[src/rtl/count_seq_ctrl_if.sv]
// Control and status bundle for the counter sequencing controller.
// The master (system control) drives run requests and configuration; the slave returns count and status.
interface count_seq_ctrl_if #(
    parameter int WIDTH = 4
);
    logic             start;
    logic             stop;
    logic             hold;
    logic             up;
    logic             periodic;
    logic [WIDTH-1:0] limit;
    logic [WIDTH-1:0] q;
    logic [WIDTH-1:0] qo;
    logic             busy;
    logic             tc;
    logic             done;

    modport master (
        output start, stop, hold, up, periodic, limit,
        input  q, qo, busy, tc, done
    );

    modport slave (
        input  start, stop, hold, up, periodic, limit,
        output q, qo, busy, tc, done
    );
endinterface

[src/rtl/count_seq_ctrl.sv]
// Start/pause/stop sequencer for a modulo up/down counter with one-shot and periodic modes.
//
//  state  | meaning
//  IDLE   | no run active, q held at 0
//  RUN    | counting one step per cycle toward term
//  PAUSE  | run suspended by hold, q frozen
//  DONE   | one-shot run finished, q holds term
module count_seq_ctrl #(
    parameter int WIDTH = 4
) (
    input logic              clk,
    input logic              rst,
    count_seq_ctrl_if.slave  bus
);
    localparam logic [1:0] S_IDLE  = 2'd0;
    localparam logic [1:0] S_RUN   = 2'd1;
    localparam logic [1:0] S_PAUSE = 2'd2;
    localparam logic [1:0] S_DONE  = 2'd3;

    logic [1:0]       state;
    logic [WIDTH-1:0] q_r;
    logic [WIDTH-1:0] limit_r;
    logic             up_r;
    logic             per_r;
    logic             tc_r;

    logic [WIDTH-1:0] start_val;
    logic [WIDTH-1:0] term;
    logic [WIDTH-1:0] ld_val;
    logic [WIDTH-1:0] ld_term;
    logic [WIDTH-1:0] q_step;

    // Latched configuration governs the run; the raw inputs only matter on a start edge.
    assign start_val = up_r ? '0 : limit_r;
    assign term      = up_r ? limit_r : '0;
    assign ld_val    = bus.up ? '0 : bus.limit;
    assign ld_term   = bus.up ? bus.limit : '0;
    assign q_step    = up_r ? q_r + WIDTH'(1) : q_r - WIDTH'(1);

    always_ff @(posedge clk) begin
        if (rst) begin
            state   <= S_IDLE;
            q_r     <= '0;
            tc_r    <= 1'b0;
            limit_r <= '0;
            up_r    <= 1'b0;
            per_r   <= 1'b0;
        end else begin
            tc_r <= 1'b0;
            if (bus.stop) begin
                state <= S_IDLE;
                q_r   <= '0;
            end else if (bus.start) begin
                limit_r <= bus.limit;
                up_r    <= bus.up;
                per_r   <= bus.periodic;
                q_r     <= ld_val;
                tc_r    <= (ld_val == ld_term);
                state   <= ((ld_val == ld_term) && !bus.periodic) ? S_DONE : S_RUN;
            end else begin
                case (state)
                    S_RUN: begin
                        if (bus.hold) begin
                            state <= S_PAUSE;
                        end else if (per_r && (q_r == term)) begin
                            q_r  <= start_val;
                            tc_r <= (start_val == term);
                        end else begin
                            q_r  <= q_step;
                            tc_r <= (q_step == term);
                            if (!per_r && (q_step == term)) begin
                                state <= S_DONE;
                            end
                        end
                    end
                    S_PAUSE: begin
                        // Release only resumes; the first advance follows one cycle later.
                        if (!bus.hold) begin
                            state <= S_RUN;
                        end
                    end
                    default: begin
                    end
                endcase
            end
        end
    end

    assign bus.q    = q_r;
    assign bus.qo   = ~q_r;
    assign bus.tc   = tc_r;
    assign bus.busy = (state == S_RUN) || (state == S_PAUSE);
    assign bus.done = (state == S_DONE);
endmodule
[src/flat_wrapper.sv]
// flat-port wrapper written by rule: the top's interface ports become plain ports
module count_seq_ctrl_flat 
#(
    parameter int WIDTH = 4
)
  (clk, rst, bus_start, bus_stop, bus_hold, bus_up, bus_periodic, bus_limit, bus_q, bus_qo, bus_busy, bus_tc, bus_done);
  count_seq_ctrl_if #(.WIDTH(WIDTH)) bus_i ();
  input logic clk;
  input logic rst;
  input wire logic [$bits(bus_i.start)-1:0] bus_start;
  input wire logic [$bits(bus_i.stop)-1:0] bus_stop;
  input wire logic [$bits(bus_i.hold)-1:0] bus_hold;
  input wire logic [$bits(bus_i.up)-1:0] bus_up;
  input wire logic [$bits(bus_i.periodic)-1:0] bus_periodic;
  input wire logic [$bits(bus_i.limit)-1:0] bus_limit;
  output wire logic [$bits(bus_i.q)-1:0] bus_q;
  output wire logic [$bits(bus_i.qo)-1:0] bus_qo;
  output wire logic [$bits(bus_i.busy)-1:0] bus_busy;
  output wire logic [$bits(bus_i.tc)-1:0] bus_tc;
  output wire logic [$bits(bus_i.done)-1:0] bus_done;
  assign bus_i.start = bus_start;
  assign bus_i.stop = bus_stop;
  assign bus_i.hold = bus_hold;
  assign bus_i.up = bus_up;
  assign bus_i.periodic = bus_periodic;
  assign bus_i.limit = bus_limit;
  assign bus_q = bus_i.q;
  assign bus_qo = bus_i.qo;
  assign bus_busy = bus_i.busy;
  assign bus_tc = bus_i.tc;
  assign bus_done = bus_i.done;
  count_seq_ctrl #(.WIDTH(WIDTH)) u_core (.clk(clk), .rst(rst), .bus(bus_i));
endmodule
[config.mk]
export PLATFORM = sky130hd
export DESIGN_NAME = count_seq_ctrl_flat
export DESIGN_NICKNAME = d
export VERILOG_FILES = /design/src/rtl/count_seq_ctrl_if.sv /design/src/rtl/count_seq_ctrl.sv /design/src/flat_wrapper.sv
export SDC_FILE = /design/constraint.sdc
export NUM_CORES = 1
export LEC_CHECK = 0
export CAP_MARGIN = 20
export CORE_AREA = 2 2 49 51
export DETAILED_ROUTE_END_ITERATION = 12
export DIE_AREA = 0 0 51 53
export PLACE_DENSITY = 0.84
export SLEW_MARGIN = 0
export SYNTH_ARGS = -nofsm -noshare
export SYNTH_HDL_FRONTEND = slang
export SYNTH_SLANG_ARGS = --single-unit
[constraint.sdc]
create_clock -name clk -period 2.9 [get_ports clk]
set_clock_uncertainty 0.2 [all_clocks]
set_input_delay 0.58 -clock clk [delete_from_list [all_inputs] [get_ports clk]]
set_output_delay 0.58 -clock clk [all_outputs]
set_load 0.005 [all_outputs]
==> metrics, run 1 <==
outcome=completed; critical path arrival=roughly 2.6 ns; Synth Area in Simple Gates=0.235; Critical Path Start=u_core.bus.q[0]$_SDFFE_PP0P_; clk sink count=13; Post-Syn Instances=132; DRT Pass-1 Iters=7; Reg2Reg Depth=8; total number of vias=roughly 1000; CP required=2.87 ns; xor/xnor cell area share of the yosys netlist=0.0571; Logic pwr share=0.295; WL final=2520 um; combinational family with the most area after synthesis=simple AND/OR/NAND/NOR gates; min cycle time layout=2.67 ns; HPWL Detailed=1900 um; FF-to-FF Start=u_core.bus.q[0]$_SDFFE_PP0P_; Unique masters post-synth=43; # H-tree levels=1; post-synthesis compound-gate area fraction=0.227; via/cell ratio=5.75; post-cts resize count=0; Sequential Area=260 um^2; power per cell area=348 nW/um^2; Yosys Warn Count=0; Net Sw Power=roughly 150 uW; Worst setup EP type=register; Post-CTS Setup Repair Bufs=0; Routed Antenna Nets=0; sequential power share=0.445; Crit Path Class=reg2reg; Mapped Area=1050 um^2; mux contribution to synthesized area=0.0762; Initial Util=0.489; most common cell after layout, fill and taps aside=clkdlybuf4s50_1; multi-input combinational cell area=708 um^2; Die H=approximately 53 um; Final TNS setup=0 ns; fmax=374 MHz; first-pass GRT wire length=approximately 4400 um; internal power=around 310 uW; VDD IR max=0.307 mV; fin crit share=0.922; Syn Nets=149; die area=2700 um^2; switching share of power=0.321; Worst R2R Setup Slack=0.23 ns; RSZ-0062 raised after global routing=no; placed cell areas=1280 um^2; number of DRC markers in iteration 0=21; final hold viol count=0; CTS tree=yes; clock buffer depth=2; commonest cells after routing, fill and taps aside=clkdlybuf4s50_1 (21), dfxtp_1 (13), inv_1 (12), nor2_1 (12), nand2_1 (11); post-synthesis sequential area ratio=0.248; Max Fanout on Critical Path=10; gr ovfl total=0; slew margin rel.=0.703; I/O pins=22; Leak=0.000483 uW; fraction of registers with async set/reset=0; clock power share=0.260; final net count=around 170; Area Growth Syn to Fin=24.5%; Max-Cap Viols=0; Max Transition Viols Final=0; worst-margin pin slew=0.444 ns; Root Buffer=clkbuf_4; # port buffers=21; die width=51 um; Synth Flop Type=dfxtp_1; routability cong.=0.883; cts bufs inserted=3; Core ar.=2150 um^2; total track usage=0.213; detailed-route DRC error count=0; post-route cell area=1310 um^2; cts hold-fix bufs=0; r2r endpoint=u_core.state[0]$_SDFFE_PP0P_; final setup violation count=0; Hold Crit Start=u_core.state[1]$_SDFFE_PP0P_; Filler cells=approximately 200; Post-synth EDFFs=0; DR WL/cell=13.9 um; layout cells sized above 1=0.0784; syn avg cell area=around 8 um^2; clock transition at the registers of the reported paths=0.09 ns; Seq cells post-synth=13; hold_ws=approximately 0.35 ns; largest net degree at the start of global routing=15; element type at the critical path start=register; adder-cell share of the synthesized area=0.0786; Ant. Diodes=0; hold crit path type=reg2reg; vias in the first global route=1008; Row Count=17; clk_lat worst skew=between 0.2 and 0.3 ns; initial antenna violation count=0; crit path capture=u_core.state[0]$_SDFFE_PP0P_
-- layer usage --
| metal | vias to the layer above | track usage | routed length, um |
|---|---|---|---|
| met2 | 35 | 0.364 | 1180 |
| met5 | - | 0 | 0 |
| met3 | 7 | 0.0311 | 106 |
| met4 | 0 | 0.126 | 73 |
| met1 | 482 | 0.253 | 1160 |
| li1 | 516 | - | - |
-- registers in the layout, summed over array words and instances, names as in the netlist --
signal and flops:
u_core.bus.q 4, u_core.state 2, u_core.limit_r 4, u_core.bus.tc 1
u_core.per_r 1, u_core.up_r 1
-- how the worst min path moves through the flow --
stage / cells past startpoint / slack [ns] / to
after floorplan: 2 / 0.27 / u_core.state[1]$_SDFFE_PP0P_
after global placement: 2 / 0.30 / u_core.state[1]$_SDFFE_PP0P_
after detailed placement: 2 / 0.33 / u_core.state[1]$_SDFFE_PP0P_
after CTS: 2 / 0.33 / u_core.state[1]$_SDFFE_PP0P_
after global routing: 2 / 0.36 / u_core.state[1]$_SDFFE_PP0P_
final: 2 / 0.35 / u_core.state[1]$_SDFFE_PP0P_
-- critical path, stage by stage, from the launching register on --
cell       delay, ns
dfxtp_1         0.50
inv_1           0.14
fa_1            0.57
xor2_1          0.17
a31o_2          0.25
a32oi_1         0.17
a21oi_2         0.07
a2111oi_1       0.39
nor4_1          0.09
-- cells by family (layout without fill, tap and decap cells) --
kind of cell,Yosys count,in the layout
AND/OR/NAND/NOR,46,46
adder cells (fa/ha/maj),6,6
flip-flops,13,13
XOR/XNOR,6,6
multiplexers,8,8
AO/OA/AOI/OAI,34,34
buffers and inverters,19,40
-- stage by stage --
stage	utilization	power (uW)	cells	worst slack [ns]
finish	0.609	455	181	0.225
global route	0.609	481	181	0.0477
floorplan	-	291	132	0.390
CTS	0.609	456	181	0.216
global placement	0.596	336	177	0.311
detailed placement	0.596	339	177	0.240
-- power by group through the flow --
stage / combinational, uW / clock (uW) / sequential [uW]
after global placement: 131 / 0 / 205
after global routing: 148 / 129 / 204
final: 134 / 118 / 203
after floorplan: 92.1 / 0 / 199
after CTS: 134 / 120 / 202
after detailed placement: 132 / 0 / 206
-- cell type report --
type,count,area share
repair buffers,24,0.178
inverters,12,0.0344
flip-flops and latches,13,0.199
clock buffers,3,0.0172
well taps,28,0.0268
clock inverters,1,0.00382
multi-input cells,100,0.541
-- cell usage after synthesis (2+ instances only) --
master    instances  share of area
clkbuf_1          3          0.011
nand2_1          11          0.039
o21ai_0           7          0.033
nand2b_1          4          0.024
nand4_1           3          0.018
a21o_1            2          0.014
inv_1            12          0.043
xnor2_1           4          0.033
nor4_1            3          0.018
nor2_1           12          0.043
a31oi_1           2          0.012
buf_2             3          0.014
ha_1              5          0.060
dfxtp_1          13           0.25
mux2i_1           8          0.076
a21oi_1           9          0.043
nor2b_1           3          0.018
nor4bb_1          2          0.019
a32oi_1           2          0.017
No activity file was read; power rests on OpenSTA's default activity.
==> run 2: changes to the inputs <==
--- a/config.mk
+++ b/config.mk
@@ -5,7 +5,7 @@
 export SDC_FILE = /design/constraint.sdc
 export NUM_CORES = 1
 export LEC_CHECK = 0
-export CAP_MARGIN = 20
+export CAP_MARGIN = 10
 export CORE_AREA = 2 2 49 51
 export DETAILED_ROUTE_END_ITERATION = 12
 export DIE_AREA = 0 0 51 53
==> results of run 2 <==
Final layout, timing and power as in run 1 (identical DEF).
==> run 3: changes to the inputs <==
--- a/config.mk
+++ b/config.mk
@@ -10,6 +10,7 @@
 export DETAILED_ROUTE_END_ITERATION = 12
 export DIE_AREA = 0 0 51 53
 export PLACE_DENSITY = 0.84
+export RECOVER_POWER = 50
 export SLEW_MARGIN = 0
 export SYNTH_ARGS = -nofsm -noshare
 export SYNTH_HDL_FRONTEND = slang
==> run 3 against run 2 <==
Compared with the run above:
- combinational power shrank 3%
- setup slack about the same
- sequential power is essentially flat
- final cell count did not move
- power down 1.2%
- clock power hardly changed
- die area unchanged
- routed wire length fell by 0.32%
==> metrics, run 3 (synthesis gave the netlist of run 1 again) <==
outcome=completed; pre-CTS setup slack=0.240 ns; Core ar.=2150 um^2; switching share of power=0.319; via/cell ratio=5.71; Worst R2R Setup Slack=around 0.23 ns; Post-CTS Setup Repair Bufs=0; clk sink count=13; CP required=2.87 ns; DR top layer=met4; # H-tree levels=1; Ant. Diodes=0; Critical Path Max Stage Delay=between 0.5 and 0.6 ns; clock buffer depth=2; final hold viol count=0; slowest CP cell=fa_1; Net Sw Power=144 uW; Leak=~0.00048 uW; post-cts resize count=0; total track usage=0.213; wire length on met3=~100 um; Row Count=17; vias in the first global route=1008; cts hold-fix bufs=0; Crit path max-delay family=compound AO/OA/AOI/OAI gates; initial antenna violation count=0; slew margin rel.=0.565; gr ovfl total=0; clock transition at the registers of the reported paths=0.09 ns; Filler cells=200; power per cell area=348 nW/um^2; Die H=53 um; first-pass GRT wire length=4360 um; hold crit path type=reg2reg; WL final=between 2000 and 3000 um; DRT Pass-1 Iters=4; min cycle time layout=approximately 2.7 ns; VDD IR max=0.304 mV; clk_lat worst skew=0.29 ns; DR WL/cell=13.9 um; CTS tree=yes; total number of vias=1034; largest net degree at the start of global routing=15; commonest cells after routing, fill and taps aside=clkdlybuf4s50_1 (15), dfxtp_1 (13), inv_1 (12), nor2_1 (12), nand2_1 (11); layout cells sized above 1=0.0654; Crit Path Class=reg2reg; Worst setup EP type=register; internal power=306 uW; WP buf/inv=1; final setup margin=0.225 ns; critical path arrival=2.64 ns; # port buffers=21; number of DRC markers in iteration 0=13; cts bufs inserted=3; Max Fanout on Critical Path=10; Max-Cap Viols=0; total length of routed met2 wires=1190 um; fmax=374 MHz; clock power share=0.260; CP cell instances=inv_1, fa_1, xor2_1, a31o_2, a32oi_1, a21oi_2, a2111oi_1, nor4_1; final setup violation count=0; fin crit share=0.922; most common cell after layout, fill and taps aside=clkdlybuf4s50_1; sequential power share=0.450; die width=51 um; Max Transition Viols Final=0; met1 WL=1150 um; Final TNS setup=0 ns; element type at the critical path start=register; HPWL Detailed=1900 um; die area=2700 um^2; routability cong.=0.883; Initial Util=0.489; Routed Antenna Nets=0; RSZ-0062 raised after global routing=no; I/O pins=22; Root Buffer=clkbuf_4; detailed-route DRC error count=0; final net count=171; worst-margin pin slew=0.652 ns; Logic pwr share=0.290; Area Growth Syn to Fin=22.9%
## run 3: changes by cell type in the layout (fill, tap and decap cells not counted)
cell             delta
buf_4               -1
dlygate4sd3_1       +6
clkdlybuf4s50_1     -6
a22oi_4             -1
clkbuf_1            +1
a22oi_1             +1
## run 3: area by class of cell
cell class	count	area [um^2]	area share
Sequential cell	13	260	0.202
Timing Repair Buffer	24	229	0.177
Inverter	12	45.0	0.0349
Multi-Input combinational cell	100	694	0.538
Clock inverter	1	5.00	0.00388
Clock buffer	3	22.5	0.0174
Tap cell	28	35.0	0.0271
## run 3: worst reg2reg max path: stages, from the launching register on
cell and delay (ns):
dfxtp_1 0.50, inv_1 0.14, fa_1 0.57, xor2_1 0.17, a31o_2 0.25, a32oi_1 0.17, a21oi_2 0.07, a2111oi_1 0.39
nor4_1 0.09
## run 3: power by group through the flow
| stage | Sequential [uW] | Combinational [uW] | Clock (uW) |
|---|---|---|---|
| after floorplan | 199 | 92.1 | 0 |
| after global placement | 205 | 131 | 0 |
| after detailed placement | 206 | 132 | 0 |
| after CTS | 202 | 134 | 120 |
| after global routing | 204 | 144 | 129 |
| final | 203 | 130 | 117 |
## run 3: final timing paths
kind,from,endpoint,cells after the start
max,u_core.bus.q[0]$_SDFFE_PP0P_,u_core.state[0]$_SDFFE_PP0P_,8
min,u_core.state[1]$_SDFFE_PP0P_,u_core.state[1]$_SDFFE_PP0P_,2
max reg2reg,u_core.bus.q[0]$_SDFFE_PP0P_,u_core.state[0]$_SDFFE_PP0P_,8
min reg2reg,u_core.state[1]$_SDFFE_PP0P_,u_core.state[1]$_SDFFE_PP0P_,2
## run 3: metrics by stage
stage	hold slack (ns)	instance area (um^2)	util	total power, uW	std cells
final	0.343	1290	0.601	450	181
after global routing	0.358	1290	0.601	477	181
after CTS	0.334	1310	0.609	456	181
after detailed placement	0.326	1280	0.596	339	177
after global placement	0.296	1280	0.596	336	177
after floorplan	0.271	1050	-	291	132
## run 3: per-layer routing
layer,track usage,up-vias
met1,0.253,478
met2,0.364,32
met4,0.126,0
met3,0.0311,7
li1,-,517
met5,0,-
==> variant 1: new RTL, settings of run 3 <==
`WIDTH` is set to 4 in 3 places; all go to 5.
--- a/src/rtl/count_seq_ctrl_if.sv
+++ b/src/rtl/count_seq_ctrl_if.sv
@@ -2,5 +2,5 @@
 // The master (system control) drives run requests and configuration; the slave returns count and status.
 interface count_seq_ctrl_if #(
-    parameter int WIDTH = 4
+    parameter int WIDTH = 5
 );
     logic             start;
--- a/src/rtl/count_seq_ctrl.sv
+++ b/src/rtl/count_seq_ctrl.sv
@@ -7,5 +7,5 @@
 //  DONE   | one-shot run finished, q holds term
 module count_seq_ctrl #(
-    parameter int WIDTH = 4
+    parameter int WIDTH = 5
 ) (
     input logic              clk,
--- a/src/flat_wrapper.sv
+++ b/src/flat_wrapper.sv
@@ -2,5 +2,5 @@
 module count_seq_ctrl_flat 
 #(
-    parameter int WIDTH = 4
+    parameter int WIDTH = 5
 )
   (clk, rst, bus_start, bus_stop, bus_hold, bus_up, bus_periodic, bus_limit, bus_q, bus_qo, bus_busy, bus_tc, bus_done);
Interface: changed (resized bus_limit, bus_q and bus_qo); port bits go from 22 to 25. The function was not compared with the original's and may differ.
==> variant 1 against run 3 <==
Final cell count grew 14%; largest power group unchanged; total power grew 13%; wire length grew 23%; worst setup slack lost 0.044 ns; sequential cell count grew 2; design area grew 15%; utilization grew 9.0 points; area after synthesis grew 14%.
==> variant 1: results (changes against run 3) <==
| Metric | Value |
|---|---|
| All-layer global routing usage | 0.253 (+0.0397) |
| Clock Sink Count | 15 (+2) |
| Fin nets | 199 (+16%) |
| Crit Path Max Fanout | 8 (-2) |
| Sequential share of cell area | 0.202 (+0.000641) |
| Clk tree area frac | 0.0185 (-0.00278) |
| Largest net degree at the start of global routing | 17 (+2) |
| Global-route wire length before repair | 4.95 mm (+14%) |
| Comb_multi_in | 118 (+18%) |
| Switch Pwr | 0.165 mW (+15%) |
| Worst vdd ir | 0.360 mV (+18%) |
| Outcome | finished clean |
| Total Power | 0.509 mW (+13%) |
| Synth Area in Compound Gates | 0.205 (-0.0222) |
| Main area contributors after synthesis | dfxtp_1 (25%), mux2i_1 (6.7%), ha_1 (6.3%), nor2_1 (5.6%), inv_1 (4.7%) |
| Port bufs | 24 (+14%) |
| Nonclk inv count | 15 (+3) |
| Mux cell area share after synthesis | 0.0854 (+0.00923) |
| Final GP Congestion | 0.921 (+4.2%) |
| Slowest stage delay, CP | 0.63 ns (+0.06 ns) |
| Non-clock buffer share of cell area | 0.174 (-0.00294) |
| Vias in the first global route | 1124 (+12%) |
| Post-Syn Nets | 174 (+17%) |
| Post-synthesis xor/xnor area fraction | 0.0729 (+0.0158) |
| 1st-iter DRT viols | 33 (+20) |
| Worst slack, placed | 0.185 ns (-0.0551 ns) |
| Repair and plain buffers | 27 (+13%) |
| Detail Placement HPWL | 2.38 mm (+25%) |
| Placed insts | 203 (+15%) |
| LEAKAGE | 0.596 nW (+23%) |
| Least-Margin Pin Slew | 0.548 ns (-0.104 ns) |
| FF-to-FF setup slack | 0.18 ns (-0.04 ns) |
| Fillcell total | 171 (-14%) |
| Final period utilization | 0.937 (+0.0150) |
| Layout cells sized above 1 | 0.0782 (+0.0129) |
| Clk power | 0.124 mW (+6%) |
| Most instantiated cells after synthesis | nor2_1 (18), dfxtp_1 (15), inv_1 (15), nand2_1 (11), o21ai_0 (10) |
| Worst hold margin | 0.319 ns (-0.0238 ns) |
| Synth cell types | 41 (-4.7%) |
| Post-synthesis sequential area ratio | 0.250 (+0.00238) |
| Synthesized area per cell | 7.75 µm² (-2.7%) |
| Adder-cell share of the synthesized area | 0.0792 (+0.000595) |
| Vias | 1207 (+17%) |
variant 1: worst max path at each step:
stage / end / startpoint / cells past startpoint / slack, ns
4_1_cts: u_core.state[1] / u_core.bus.q[0] / 8 / 0.20
6_report: u_core.state[1] / u_core.bus.q[0] / 8 / 0.18
2_1_floorplan: u_core.state[1] / u_core.bus.q[0] / 8 / 0.42
3_5_place_dp: u_core.state[1] / u_core.bus.q[0] / 8 / 0.19
3_3_place_gp: u_core.state[1] / u_core.bus.q[0] / 8 / 0.32
5_1_grt: u_core.state[1] / u_core.bus.q[0] / 8 / -0.004
variant 1: per-layer routing:
layer / wire [µm] / global-route usage / part of all wire
met5: 0 / 0 / 0
met4: 106 / 0.140 / 0.034
met3: 178 / 0.0367 / 0.057
met2: 1540 / 0.457 / 0.50
met1: 1280 / 0.284 / 0.41
variant 1: timing repair:
action	in CTS	in global routing
setup endpoints to repair	0	1
setup buffers	0	0
gates resized for setup	0	1
==> variant 2: new RTL, flow settings as in run 3 <==
Made on the original files. Make the reset (`rst`) asynchronous in one clocked block.
--- a/src/rtl/count_seq_ctrl.sv
+++ b/src/rtl/count_seq_ctrl.sv
@@ -38,5 +38,5 @@
     assign q_step    = up_r ? q_r + WIDTH'(1) : q_r - WIDTH'(1);
 
-    always_ff @(posedge clk) begin
+    always_ff @(posedge clk or posedge rst) begin
         if (rst) begin
             state   <= S_IDLE;
Behaviour: differs if rst is asserted again (counterexample within 4 cycles, from zero or initial values and one cycle with rst high); with rst held inactive, the same outputs for 10 cycles.
==> variant 2 against run 3 <==
Fmax up 1.7%; sequential cell count unchanged; design area up 6.1%; area after synthesis up 5.4%; wire length up 4.8%; critical path type unchanged; worst setup slack better by 0.045 ns; final cell count down 3.9%; non-clock buffer count up 1; largest cell class unchanged; via count up 1.1%.
Power is not compared: it rests on default switching activity, and its combinational part moved more than twofold at a synthesized area within 25%.
==> variant 2: results (changes against run 3) <==
| Metric | Value |
|---|---|
| Outcome | finished clean |
| Hold Crit Depth | 1 (-1) |
| Detail Placement HPWL | 2.06 mm (+8.5%) |
| Worst EP arrival | 2.59 ns (-0.05 ns) |
| Post-synthesis sequential area ratio | 0.294 (+0.0462) |
| Hold_sp | u_core.state[1] |
| Worst R2R Start | u_core.bus.q[1] |
| Async S/R FF share, synth | 1.00 (+1.00) |
| Final GP Congestion | 0.915 (+3.6%) |
| Vias per cell | 6.01 (+5.1%) |
| Most instantiated cells after synthesis | dfrtp_1 (13), inv_1 (11), a21oi_1 (9), nand2_1 (8), nor2_1 (8) |
| Fin nets | 164 (-4.1%) |
| Final wirelength | 2.64 mm (+4.8%) |
| Synth cell types | 40 (-7.0%) |
| CTS clk-pin slew, worst paths | 0.08 ns |
| Largest net degree at the start of global routing | 15 (unchanged) |
| Synth Flop Type | dfrtp_1 |
| Least-Margin Pin Slew | 0.521 ns (-0.131 ns) |
| Worst vdd ir | between 0.2 and 0.25 mV |
| Ant diodes | 0 (unchanged) |
| Crit Path Max Fanout | 6 (-4) |
| Vias in the first global route | 1002 (-0.60%) |
| Main area contributors after synthesis | dfrtp_1 (29%), ha_1 (5.6%), a21oi_1 (4.1%), mux2_2 (4.1%), xnor3_1 (4.1%) |
| Global-route wire length before repair | 4.31 mm (-1.1%) |
| Worst reg2reg path endpoint | u_core.state[0] |
| Layout cells sized above 1 | 0.0959 (+0.0305) |
| All-layer global routing usage | 0.214 (+0.000420) |
| Synthesized area per cell | 8.93 µm² (+12%) |
| Post-Syn Nets | 141 (-5.4%) |
| Worst reg-to-reg path cell count | 7 (-1) |
| Hold Path End | u_core.state[1] |
| 1st-iter DRT viols | 22 (+9) |
| Hold crit path type | register to register |
## variant 2: cell types whose count changed after synthesis, moves of 4 or more
cell,run 3,this run
nand3_1,1,5
nor2_1,12,8
mux2i_1,8,0
dfxtp_1,13,0
mux2_2,0,4
dfrtp_1,0,13
## variant 2: layer usage
layer  vias to the layer above  GRT usage  wire length, µm
met5                         -          0                0
met4                         0      0.126               76
met3                        10     0.0452              165
met2                        50      0.351             1280
met1                       497      0.258             1110
li1                        488          -                -
## variant 2: worst max-delay path, cell delays in order, from the launching register on
cell,delay [ns]
dfrtp_1,0.45
inv_1,0.12
fa_1,0.53
nand2b_1,0.17
o32a_1,0.29
a21oi_1,0.27
a31oi_2,0.15
mux2_1,0.33
## variant 2: power groups by stage
stage | sequential (mW) | clock [mW] | combinational (mW)
floorplan | 0.230 | 0 | 0.200
global placement | 0.247 | 0 | 0.269
detailed placement | 0.249 | 0 | 0.276
CTS | 0.246 | 0.114 | 0.278
global route | 0.251 | 0.122 | 0.304
finish | 0.247 | 0.114 | 0.278
## variant 2: cell families (layout without fill, tap and decap cells)
logic type	after synthesis	after routing	share of synthesized area
adder cells (fa/ha/maj)	6	6	0.0746
multiplexers	6	6	0.0610
AND/OR/NAND/NOR	44	44	0.217
flip-flops	13	13	0.294
buffers and inverters	18	40	0.0701
XOR/XNOR	7	7	0.0802
AO/OA/AOI/OAI	30	30	0.203
## variant 2: per-stage QoR
step | utilization | setup slack [ns] | instance area, µm² | total power, mW | hold slack, ns
2_1_floorplan | - | 0.421 | 1110 | 0.430 | 0.257
3_3_place_gp | 0.627 | 0.338 | 1350 | 0.516 | 0.350
3_5_place_dp | 0.627 | 0.227 | 1350 | 0.525 | 0.366
4_1_cts | 0.639 | 0.209 | 1370 | 0.638 | 0.386
5_1_grt | 0.638 | 0.0273 | 1370 | 0.677 | 0.400
6_report | 0.638 | 0.270 | 1370 | 0.639 | 0.377
## variant 2: worst max-delay path by stage
stage | from | to | slack, ns | depth (start not counted)
2_1_floorplan | u_core.bus.q[0] | u_core.state[0] | 0.42 | 8
3_3_place_gp | u_core.up_r | u_core.state[0] | 0.34 | 6
3_5_place_dp | u_core.up_r | u_core.state[0] | 0.23 | 7
4_1_cts | u_core.up_r | u_core.state[0] | 0.21 | 7
5_1_grt | u_core.bus.q[1] | u_core.bus.tc | 0.03 | 7
6_report | u_core.bus.q[1] | u_core.state[0] | 0.27 | 7
## variant 2: area by class of cell
cell class                      instances  area, µm²
Fill cell                             192        778
Multi-Input combinational cell         93        704
Sequential cell                        13        327
Timing Repair Buffer                   25        236
Inverter                               11       41.3
Tap cell                               28       35.0
Clock buffer                            4       26.3
## variant 2: timing repair
item | in CTS | in global routing
gates resized for setup | 0 | 1
setup endpoints to repair | 0 | 1
endpoints found under the hold margin | 0 | 0
